## config.mk

```make
export PLATFORM = sky130hd
export DESIGN_NAME = control_unit
export DESIGN_NICKNAME = d
export VERILOG_FILES = /design/src/rtl/control_unit_pkg.sv /design/src/rtl/control_unit_retire_counter.sv /design/src/rtl/control_unit.sv
export SDC_FILE = /design/constraint.sdc
export NUM_CORES = 1
export LEC_CHECK = 0
export ABC_AREA = 0
export CAP_MARGIN = 20
export CELL_PAD_IN_SITES_DETAIL_PLACEMENT = 0
export CELL_PAD_IN_SITES_GLOBAL_PLACEMENT = 1
export CORE_MARGIN = 2
export CORE_UTILIZATION = 37
export CTS_CLUSTER_DIAMETER = 30
export CTS_CLUSTER_SIZE = 20
export DETAILED_ROUTE_END_ITERATION = 8
export PLACE_DENSITY = 0.93
export SYNTH_ARGS = -nofsm -noshare
export SYNTH_HDL_FRONTEND = slang
export SYNTH_SLANG_ARGS = --single-unit
```

## constraint.sdc

```tcl
create_clock -name iclk -period 4.71 [get_ports iclk]
set_input_delay 0.942 -clock iclk [delete_from_list [all_inputs] [get_ports iclk]]
set_output_delay 0.942 -clock iclk [all_outputs]
set_load 0.05 [all_outputs]
```

## src/rtl/control_unit_pkg.sv

```systemverilog
// Shared widths, state encoding and opcode map for the accumulator CPU.
package CPU_package;

  localparam int unsigned DATA_WIDTH    = 16;
  localparam int unsigned ADDRESS_WIDTH = 12;
  localparam int unsigned ALU_OPCODE    = 3;
  localparam int unsigned OP_W          = ALU_OPCODE + 1;

  typedef enum logic [3:0] {
    CU_IDLE    = 4'd0,
    CU_FETCH   = 4'd1,
    CU_LOAD_IR = 4'd2,
    CU_IR_WAIT = 4'd3,
    CU_DECODE  = 4'd4,
    CU_MEM_RD  = 4'd5,
    CU_EXEC    = 4'd6,
    CU_STORE   = 4'd7,
    CU_RETIRE  = 4'd8,
    CU_HALT    = 4'd9
  } cu_state_t;

  // 0xB..0xE are reserved and behave as NOP
  typedef enum logic [OP_W-1:0] {
    OP_NOP = 4'h0,
    OP_LDA = 4'h1,
    OP_STA = 4'h2,
    OP_ADD = 4'h3,
    OP_SUB = 4'h4,
    OP_AND = 4'h5,
    OP_OR  = 4'h6,
    OP_XOR = 4'h7,
    OP_NOT = 4'h8,
    OP_JMP = 4'h9,
    OP_JZ  = 4'hA,
    OP_HLT = 4'hF
  } opcode_t;

endpackage

```

## src/rtl/control_unit_retire_counter.sv

```systemverilog
// Wrapping retired-instruction counter with enable and synchronous clear.
module retire_counter
  import CPU_package::*;
#(
  parameter int unsigned W = DATA_WIDTH
) (
  input  logic         iclk,
  input  logic         clr,
  input  logic         en,
  output logic [W-1:0] count
);

  // Clear has priority; otherwise count up by one when enabled, wrapping naturally
  always_ff @(posedge iclk) begin
    if (clr) begin
      count <= '0;
    end else if (en) begin
      count <= count + W'(1);
    end
  end

endmodule

```

## src/rtl/control_unit.sv

```systemverilog
// Multi-cycle fetch/decode/execute sequencer for the 16-bit accumulator CPU.
module control_unit
  import CPU_package::*;
(
  input  logic                  iclk,
  input  logic                  irst,
  input  logic                  run,
  input  logic [OP_W-1:0]       opcode,
  input  logic                  acc_zero,
  input  logic                  mem_ready,
  output logic                  mem_rd,
  output logic                  mem_wr,
  output logic                  addr_sel,
  output logic                  loadIR,
  output logic                  pc_inc,
  output logic                  pc_load,
  output logic                  acc_load,
  output logic                  acc_src,
  output logic [OP_W-1:0]       alu_op,
  output logic                  halted,
  output logic [DATA_WIDTH-1:0] retired
);

  cu_state_t       state;
  cu_state_t       state_nxt;
  logic [OP_W-1:0] op_q;

  // State register and opcode latch; opcode is captured while decoding
  always_ff @(posedge iclk) begin
    if (irst) begin
      state <= CU_IDLE;
      op_q  <= '0;
    end else begin
      state <= state_nxt;
      if (state == CU_DECODE) begin
        op_q <= opcode;
      end
    end
  end

  // Next-state and output decode from the current state
  always_comb begin
    state_nxt = state;
    mem_rd    = 1'b0;
    mem_wr    = 1'b0;
    addr_sel  = 1'b0;
    loadIR    = 1'b0;
    pc_inc    = 1'b0;
    pc_load   = 1'b0;
    acc_load  = 1'b0;
    acc_src   = 1'b0;
    alu_op    = '0;
    halted    = 1'b0;
    case (state)
      CU_IDLE: begin
        if (run) state_nxt = CU_FETCH;
      end
      CU_FETCH: begin
        mem_rd = 1'b1;
        if (mem_ready) state_nxt = CU_LOAD_IR;
      end
      CU_LOAD_IR: begin
        loadIR    = 1'b1;
        pc_inc    = 1'b1;
        state_nxt = CU_IR_WAIT;
      end
      // Bubble so the IR output register holds the new instruction
      CU_IR_WAIT: begin
        state_nxt = CU_DECODE;
      end
      CU_DECODE: begin
        case (opcode)
          OP_LDA, OP_ADD, OP_SUB, OP_AND, OP_OR, OP_XOR: state_nxt = CU_MEM_RD;
          OP_STA: state_nxt = CU_STORE;
          OP_NOT: state_nxt = CU_EXEC;
          OP_JMP: begin
            pc_load   = 1'b1;
            state_nxt = CU_RETIRE;
          end
          OP_JZ: begin
            pc_load   = acc_zero;
            state_nxt = CU_RETIRE;
          end
          OP_HLT: state_nxt = CU_HALT;
          default: state_nxt = CU_RETIRE;
        endcase
      end
      CU_MEM_RD: begin
        mem_rd   = 1'b1;
        addr_sel = 1'b1;
        if (mem_ready) state_nxt = CU_EXEC;
      end
      CU_EXEC: begin
        acc_load  = 1'b1;
        alu_op    = op_q;
        acc_src   = (op_q == OP_LDA);
        state_nxt = CU_RETIRE;
      end
      CU_STORE: begin
        mem_wr   = 1'b1;
        addr_sel = 1'b1;
        if (mem_ready) state_nxt = CU_RETIRE;
      end
      CU_RETIRE: begin
        state_nxt = CU_FETCH;
      end
      CU_HALT: begin
        halted = 1'b1;
      end
      default: begin
        state_nxt = CU_IDLE;
      end
    endcase
  end

  retire_counter #(
    .W (DATA_WIDTH)
  ) u_retire (
    .iclk  (iclk),
    .clr   (irst),
    .en    (state == CU_RETIRE),
    .count (retired)
  );

endmodule

```

==> out/summary.json <==
{
  "timing_worst_setup_path_type": "primary input to output port",
  "cts_sinks": 24,
  "power-per-cell-area_nw_per_um2": 247,
  "ff_latch_area_um2": 480,
  "start_kind": "primary input",
  "io_buffer_count": 37,
  "yosys.cell_count.top_type": "sky130_fd_sc_hd__dfxtp_1",
  "status": "completed",
  "diodes": 0,
  "fillers": 337,
  "cts-buffers-inserted": 3,
  "die_x_um": 65.3,
  "synthesis.area_um2": 1390,
  "share_of_total_power_in_sequential_cells_pct": 48.3,
  "globalRoute.totalOverflow": 0,
  "post_route_clock_period_utilization_pct": 78.9,
  "dominantRegCellSynth": "sky130_fd_sc_hd__dfxtp_1",
  "die-area_um2": 4260,
  "power.switching_mw": 0.108,
  "insertion_delay_ps": 270,
  "final_cell_count_no_fill": 247,
  "dr.pass1.iters": 4,
  "worst_hold_path_type": "register to register",
  "dieHeight_um": 65.3,
  "grt_first_pass_wirelength_mm": 5.18,
  "post_cts_hold_fix_bufs": 0,
  "average_detailed_routed_wire_length_per_instance_um": 12.1,
  "clock_tree.buffer_depth": 2,
  "initial_core_utilization_pct": 38.3,
  "holdCritStartpoint": "u_retire.count[15]$_SDFFE_PP0P_",
  "row_count": 22,
  "first_iter_violations": 50,
  "post_route_cells_drive_above_1_share_pct": 5.03,
  "maximum_number_of_pins_on_one_net_before_global_route_repair": 25,
  "synth-warning-count": 0,
  "timing.critical_path.from": "opcode[0]",
  "rsz0062_at_grt": "no",
  "number_of_antenna_violations_at_the_first_check_in_global_routing": 0,
  "fin_util_pct": 50.4,
  "multi_input_area_um2": 831,
  "place_inst": 243,
  "worst_path_max_delay_cell": "sky130_fd_sc_hd__clkdlybuf4s50_1",
  "floorplan.io_pins": 38,
  "area_delta_synth_final_pct": 31.8,
  "layout_min_cycle_time_ps": 3720,
  "worstMarginPinSlew_ps": 855,
  "synth_largest_type_area_fraction_pct": 34.6,
  "post_route_setup_tns_ps": 0,
  "cts_max_level": 1,
  "cell_internal_pwr_mw": 0.344,
  "path_cells": "clkdlybuf4s50_1 > inv_1 > o21ai_0 > and4b_1 > clkdlybuf4s50_1",
  "via_count": 1263,
  "first_global_vias": 1153,
  "tritoncts": "yes",
  "synth_top_cells_by_area": "sky130_fd_sc_hd__dfxtp_1 35%, sky130_fd_sc_hd__xnor2_1 5.7%, sky130_fd_sc_hd__nor2_1 5.4%, sky130_fd_sc_hd__a21oi_1 3.2%, sky130_fd_sc_hd__nand2_1 3.2%",
  "drt_drc_violations_left": 0,
  "vdd.ir_drop.worst_mv": 0.149,
  "clock_power_share_pct": 39.6,
  "type_of_element_capturing_the_critical_path": "output port",
  "postLayoutSetupSlackWorst_ps": 995,
  "clock_skew_ps": 7.79,
  "final-setup-viol-count": 0,
  "yosys-top-cells-count": "24 x sky130_fd_sc_hd__dfxtp_1, 20 x sky130_fd_sc_hd__nor2_1, 12 x sky130_fd_sc_hd__nand2_1",
  "netlist-cell-type-count": 44,
  "globalRouteTotalUtil_pct": 15.1,
  "vias_per_inst": 5.11,
  "cts.repair_timing.setup_buffer_count": 0,
  "drt_wl_total_mm": 2.98,
  "clock-root-buffer": "sky130_fd_sc_hd__clkbuf_8",
  "cp_data_arrival_time_ps": 2770,
  "timing.critical_path.required_ps": 3770,
  "static-leakage-power_nw": 0.628,
  "holdWs_ps": 496,
  "p_sw_share_pct": 23.9,
  "worst_setup_hold_path_clk_slew_ps": 80,
  "ys_seq_area_share_pct": 34.6,
  "maxCapViolations": 0,
  "maxSlewHeadroom_pct": 42.9,
  "synth_area_per_cell_um2": 8.23,
  "design.core.area_um2": 3630,
  "final_area_um2": 1830,
  "layout.nets": 210,
  "synth_top_cell_by_area": "sky130_fd_sc_hd__dfxtp_1",
  "fmax_mhz": 269,
  "share_comb_of_total_power_pct": 12.1,
  "drv_slew": 0,
  "most_repeated_library_cell_on_the_critical_path": "sky130_fd_sc_hd__clkdlybuf4s50_1",
  "synthCells": 169,
  "cts_resized": 0,
  "final_antenna_net_count": 0,
  "synth_async_sr_flop_share_pct": 0,
  "timing_hold_violations_final": 0,
  "p_total_mw": 0.452,
  "worst_r2r_startpoint": "state[1]$_SDFFE_PP0P_",
  "synth-edff-count": 0,
  "number_of_nets_in_the_synthesized_netlist": 179,
  "ys_seq_elements": 24,
  "gp_routability_congestion": 0.768,
  "postPlaceCellArea_um2": 1760,
  "timing.critical_path.slowest_cell_delay_ps": 800,
  "place_worst_setup_slack_ps": 999,
  "dp_hpwl_mm": 2.12,
  "critical_path_peak_fanout": 7
}
flip-flops by register name, summed over array words and instances, names as in the netlist:
register,cells
state,4
op_q,4
u_retire.count,16
routing by layer:
metal	up-vias	global-route usage [%]	wire, um
met5	-	0	0
met4	0	4.69	39
met3	4	2.74	119
met2	27	24.9	1380
met1	567	19.9	1440
li1	665	-	-
cell families after synthesis:
group	share of synthesized area, %
XOR/XNOR	6.30
flip-flops	34.6
AO/OA/AOI/OAI	14.0
AND/OR/NAND/NOR	35.6
multiplexers	2.88
adder cells (fa/ha/maj)	0.900
buffers and inverters	5.67
worst max-delay path: cells and delay by family:
kind,cells,cell delay [ps]
AO/OA/AOI/OAI,1,150
AND/OR/NAND/NOR,1,200
buffers and inverters,3,1480
power by group through the flow:
| stage | Combinational [mW] | Clock (mW) | Sequential [mW] |
|---|---|---|---|
| after floorplan | 0.0479 | 0 | 0.213 |
| after global placement | 0.0547 | 0 | 0.223 |
| after detailed placement | 0.0550 | 0 | 0.222 |
| after CTS | 0.0551 | 0.182 | 0.218 |
| after global routing | 0.0600 | 0.190 | 0.220 |
| final | 0.0548 | 0.179 | 0.218 |
final cells by class:
cell class,instances,area share [%]
sequential,24,26.2
multi-input combinational,129,45.4
clock inverter,1,1.64
timing repair buffer,37,20.2
tap,48,3.28
clock buffer,3,2.25
inverter,5,1.02
path summary, 6_finish.rpt:
check,end,slack [ps],cells past startpoint
max reg2reg,u_retire.count[10]$_SDFFE_PP0P_,2690,4
max,pc_load,990,5
min reg2reg,u_retire.count[15]$_SDFFE_PP0P_,500,2
min,u_retire.count[15]$_SDFFE_PP0P_,500,2
layout by cell type, fill, tap and decap left out, types with 3 or more instances in the layout:
cell type,n
sky130_fd_sc_hd__inv_1,5
sky130_fd_sc_hd__clkbuf_8,3
sky130_fd_sc_hd__nand2_1,12
sky130_fd_sc_hd__nor3_1,4
sky130_fd_sc_hd__dfxtp_1,24
sky130_fd_sc_hd__and2_1,7
sky130_fd_sc_hd__and3_1,6
sky130_fd_sc_hd__nor2b_1,3
sky130_fd_sc_hd__nand3_1,8
sky130_fd_sc_hd__and4_1,3
sky130_fd_sc_hd__mux2i_1,4
sky130_fd_sc_hd__nor2_1,20
sky130_fd_sc_hd__xnor2_1,9
sky130_fd_sc_hd__o21ai_0,7
sky130_fd_sc_hd__clkdlybuf4s50_1,37
sky130_fd_sc_hd__nor4_1,5
sky130_fd_sc_hd__a21oi_1,9
Power figures use the tool's default switching activity.
